<file path="config.mk">
export PLATFORM = sky130hd
export DESIGN_NAME = mod_mul_pipe
export DESIGN_NICKNAME = d
export VERILOG_FILES = /design/src/rtl/mod_mul_pipe.sv
export SDC_FILE = /design/constraint.sdc
export NUM_CORES = 2
export LEC_CHECK = 0
export ABC_AREA = 1
export CAP_MARGIN = 20
export CORE_MARGIN = 4
export CORE_UTILIZATION = 40
export DETAILED_ROUTE_END_ITERATION = 12
export PLACE_DENSITY_LB_ADDON = 0.08
export SLEW_MARGIN = 20
export SYNTH_ARGS = -nofsm -noshare
export SYNTH_HDL_FRONTEND = slang
export SYNTH_SLANG_ARGS = --single-unit
</file>
<file path="constraint.sdc">
create_clock -name clk_i -period 10.68 [get_ports clk_i]
set_input_delay 2.67 -clock clk_i [delete_from_list [all_inputs] [get_ports clk_i]]
set_output_delay 2.67 -clock clk_i [all_outputs]
set_load 0.05 [all_outputs]
</file>
<file path="src/rtl/mod_mul_pipe.sv">
// mod_mul_pipe: 3-stage pipelined Barrett modular multiplier, c = (a*b) mod q, q = Q0 or Q1 per op.
// Define MOD_MUL_PIPE_TAG_EN to add tag_i/tag_o and carry a TAG_W-bit tag alongside each op.
module mod_mul_pipe #(
   parameter int W  = 23,
   parameter int Q0 = 8380417,
   parameter int Q1 = 3329
`ifdef MOD_MUL_PIPE_TAG_EN
   ,
   parameter int TAG_W = 4
`endif
) (
   input  logic             clk_i,
   input  logic             rst_n_i,
   input  logic             valid_i,
   output logic             ready_o,
   input  logic [W-1:0]     a_i,
   input  logic [W-1:0]     b_i,
   input  logic             select_i,
   output logic             valid_o,
   input  logic             ready_i,
   output logic [W-1:0]     c_o
`ifdef MOD_MUL_PIPE_TAG_EN
   ,
   input  logic [TAG_W-1:0] tag_i,
   output logic [TAG_W-1:0] tag_o
`endif
);

   localparam int PW = 2 * W;
   // (p >> (K-1)) < 2^(PW-K+1) and MU < 2^(K+1), so PW+2 bits hold the product exactly.
   localparam int XW = PW + 2;
   localparam int K0 = $clog2(Q0);
   localparam int K1 = $clog2(Q1);
   localparam logic [63:0] MU0 = (64'd1 << (2 * K0)) / 64'(Q0);
   localparam logic [63:0] MU1 = (64'd1 << (2 * K1)) / 64'(Q1);

   logic          s1_valid;
   logic [PW-1:0] s1_p;
   logic          s1_sel;
   logic          s2_valid;
   logic [PW-1:0] s2_p;
   logic [PW-1:0] s2_qh;
   logic          s2_sel;

   logic          s1_adv;
   logic          s2_adv;
   logic          s3_adv;

   // Handshake: a transfer happens on a rising edge where valid && ready are both high.
   // A stage loads when its register is empty or its contents move on this edge, so
   // bubbles collapse; ready_o depends combinationally on ready_i (no skid buffer).
   assign s3_adv  = !valid_o || ready_i;
   assign s2_adv  = !s2_valid || s3_adv;
   assign s1_adv  = !s1_valid || s2_adv;
   assign ready_o = s1_adv;

   // Stage 2 quotient estimate: qh = ((p >> (K-1)) * MU) >> (K+1), never exceeds p/q.
   int            k_s1;
   logic [XW-1:0] mu_s1;
   logic [XW-1:0] qh_full;

   always_comb begin
      if (s1_sel) begin
         k_s1  = K1;
         mu_s1 = XW'(MU1);
      end else begin
         k_s1  = K0;
         mu_s1 = XW'(MU0);
      end
      qh_full = ((XW'(s1_p) >> (k_s1 - 1)) * mu_s1) >> (k_s1 + 1);
   end

   // Stage 3: qh*q <= p, so the PW-bit difference is exact; r0 < 3q needs two corrections.
   logic [PW-1:0] q_s2;
   logic [PW-1:0] r0;
   logic [PW-1:0] r1;
   logic [PW-1:0] r2;

   always_comb begin
      q_s2 = s2_sel ? PW'(Q1) : PW'(Q0);
      r0   = s2_p - s2_qh * q_s2;
      r1   = (r0 >= q_s2) ? r0 - q_s2 : r0;
      r2   = (r1 >= q_s2) ? r1 - q_s2 : r1;
   end

   always_ff @(posedge clk_i or negedge rst_n_i) begin
      if (!rst_n_i) begin
         s1_valid <= 1'b0;
         s1_p     <= '0;
         s1_sel   <= 1'b0;
      end else if (s1_adv) begin
         s1_valid <= valid_i;
         if (valid_i) begin
            s1_p   <= PW'(a_i) * PW'(b_i);
            s1_sel <= select_i;
         end
      end
   end

   always_ff @(posedge clk_i or negedge rst_n_i) begin
      if (!rst_n_i) begin
         s2_valid <= 1'b0;
         s2_p     <= '0;
         s2_qh    <= '0;
         s2_sel   <= 1'b0;
      end else if (s2_adv) begin
         s2_valid <= s1_valid;
         if (s1_valid) begin
            s2_p   <= s1_p;
            s2_qh  <= PW'(qh_full);
            s2_sel <= s1_sel;
         end
      end
   end

   always_ff @(posedge clk_i or negedge rst_n_i) begin
      if (!rst_n_i) begin
         valid_o <= 1'b0;
         c_o     <= '0;
      end else if (s3_adv) begin
         valid_o <= s2_valid;
         if (s2_valid) begin
            c_o <= W'(r2);
         end
      end
   end

`ifdef MOD_MUL_PIPE_TAG_EN
   logic [TAG_W-1:0] s1_tag;
   logic [TAG_W-1:0] s2_tag;

   always_ff @(posedge clk_i or negedge rst_n_i) begin
      if (!rst_n_i) begin
         s1_tag <= '0;
         s2_tag <= '0;
         tag_o  <= '0;
      end else begin
         if (s1_adv && valid_i) begin
            s1_tag <= tag_i;
         end
         if (s2_adv && s1_valid) begin
            s2_tag <= s1_tag;
         end
         if (s3_adv && s2_valid) begin
            tag_o <= s2_tag;
         end
      end
   end
`endif

endmodule

</file>
==> reports/metrics.csv <==
metric,value,unit
r2r_slack,0.52,ns
cts_sinks,160,
firstDrtPassIters,6,
grt_pass1_wl,272,mm
final_nets,9434,
cp-end-kind,flip-flop,
multi_input_area,45100,sq um
io_buffers,75,
crit_family,adder cells,
viasPerCell,4.79,
dieHeight,386,um
cts_buffer_depth,2,
synthTopCellsByArea,"fa_1 37%, ha_1 16%, inv_1 14%",
rr_startpoint,s2_sel,
max_freq,0.0984,GHz
wl_per_cell,18.1,um
finalCritPeriodShare,95.1,%
path_clk_slew,0.07,ns
ys_types,56,
tightest_slew,1.01,ns
drc,0,
yosysTopAreaCell,fa_1,
slowest_stage,dfrtp_4,
dpl.hpwl,155,mm
slew_viol_final,0,
finClkSkew,0.0216,ns
synthArstFlopShare,100,%
numCtsBuffers,17,
final_common_cell,inv_1,
critPathRequiredTime,11.05,ns
tritoncts,done,
slowest_delay,0.56,ns
groute.layer.met1.usage,32.7,%
antenna_found_initial,1,
ys.flop_type,dfrtp_1,
seq_area_frac_synth,6.99,%
outcome,"complete, no violations",
path_buf_inv,11,
area_delta_synth_final,8.63,%
grt_use_total,23.6,%
synth-edff-count,0,
die_w,386,um
core-area,142000,sq um
yosys_warnings,0,
relSlewSlack,32.6,%
arrival,10.54,ns
grt.met2_usage,40.3,%
ant_nets,0,
syn_inst,7396,
rows,138,
most-common-layout-cells,"2,086 x inv_1, 1,651 x nand2_1, 1,045 x fa_1",
startpoint,s2_sel,
layout-drive-gt1-share,4.54,%
fill_cells,14800,
setup.worst_path.end,c_o[9],
first_global_vias,47300,
cp_num_cells,46,
rsz0062_at_grt,true,
io_pins,76,
clkLatencyLatePin,0.50,ns
hold_viol,0,
drtIter0Drc,2581,
syn_area_per_cell,7.74,sq um
routed_wl,172,mm
htreeDepth,4,
synth_top_cell_area_share,36.5,%
dr_total_vias,45500,
worstPathMaxFanout,17,
start_kind,flip-flop,
r2r_end,c_o[9],
gp_congestion,0.935,
overflow,0,
r2r_cells,46,
ys_ff_latch,160,
met3_usage,1.69,%
hold_class,flip-flop to flip-flop,
cts_root_buf,clkbuf_16,
setup-tns-final,0,ns
die_area,149000,sq um
fin_crit,10.16,ns
start_util,40.3,%
final-seq-area,4010,sq um
critPathMostFrequentCell,nand2_1,
path_class,flip-flop to flip-flop,
setup_viol,0,
syn_area,57300,sq um
grt-busiest-layer,met2,
cap_violations,0,
grt_max_degree,71,
==> synth_stat cells, types with 6 or more instances <==
library cell  count
o21bai_1          8
a31oi_1          17
a21oi_1         211
dfrtp_1         160
nand2_2          33
nor3_1           22
inv_1          2087
nand3_1         212
fa_1           1045
o21a_1           12
nand3b_1         17
o21ai_0         218
xnor2_1          56
nor2_1          403
a21boi_0          6
nor4_1            9
o211ai_1         19
o221ai_1          6
clkbuf_1        169
o31ai_1           6
xor2_1           79
nand4_1          81
nor2_2           21
ha_1            745
inv_2             9
nand2_1        1653
or2_2            18
==> per-layer routing <==
metal,share of wire (%),vias to the layer above
met3,3.1,179
met4,2.7,2
met2,48,834
li1,-,22100
met5,0.0099,-
met1,46,22400
==> worst min-delay path by stage <==
stage             start       end  cells past startpoint
2_1_floorplan  s2_valid   valid_o                      2
3_3_place_gp   s2_valid   valid_o                      2
3_5_place_dp    c_o[17]   c_o[17]                      2
4_1_cts        s2_valid   valid_o                      2
5_1_grt        s2_p[11]  s2_p[11]                      2
6_report       s2_valid   valid_o                      2
==> timing repair <==
action | in CTS | in global routing
gates resized for setup | 0 | 24
buffers inserted | 0 | 1
hold buffers | 0 | 0
setup endpoints to repair | 0 | 23
==> sequential cells by signal, summed over array words and instances, names as in the netlist <==
signal,flops
valid_o,1
s1_sel,1
s2_qh,40
s2_valid,1
c_o,23
s1_p,46
s1_valid,1
s2_sel,1
s2_p,46
==> cell families (layout without fill, tap and decap cells) <==
group	after synthesis	after routing	synth area share, %
DFF	160	160	6.99
adders and majority gates	1790	1790	52.8
xor gates and xnor gates	135	135	2.06
AOI/OAI and AO/OA	534	534	5.14
and+or+nand+nor	2492	2493	17.9
buffers and inverters	2283	2399	15.0
other	2	96	0.0131
==> stage by stage <==
| step | std cells | util [%] | hold WS (ns) | instance area (sq um) | setup WS (ns) |
|---|---|---|---|---|---|
| final | 9497 | 43.8 | 0.477 | 62200 | 0.519 |
| after global routing | 9496 | 43.8 | 0.505 | 62200 | -0.0209 |
| after detailed placement | 9462 | 43.4 | 0.465 | 61500 | 0.0996 |
| after CTS | 9494 | 43.8 | 0.485 | 62100 | 0.278 |
| after global placement | 9462 | 43.4 | 0.460 | 61500 | 0.0479 |
| after floorplan | 7489 | - | 0.448 | 57600 | 0.389 |
==> worst reg2reg max path, delay by kind of cell (launching register included) <==
| family | cells | cell delay [ns] |
|---|---|---|
| AO/OA/AOI/OAI | 5 | 0.93 |
| XOR/XNOR | 1 | 0.34 |
| AND/OR/NAND/NOR | 20 | 3.01 |
| adder cells (fa/ha/maj) | 9 | 3.87 |
| flip-flops | 1 | 0.56 |
| buffers and inverters | 11 | 1.37 |
==> layout make-up <==
type                            count  area share (%)
Multi-Input combinational cell   5047            72.5
Timing Repair Buffer              268            3.72
Antenna cell                        1         0.00402
Sequential cell                   160            6.44
Inverter                         2099            12.7
Clock buffer                       19           0.696
Tap cell                         1890            3.80
Clock inverter                     13           0.205
Power is not shown: default switching activity piles up to over one toggle a cycle in this logic, so the estimate is an artifact.
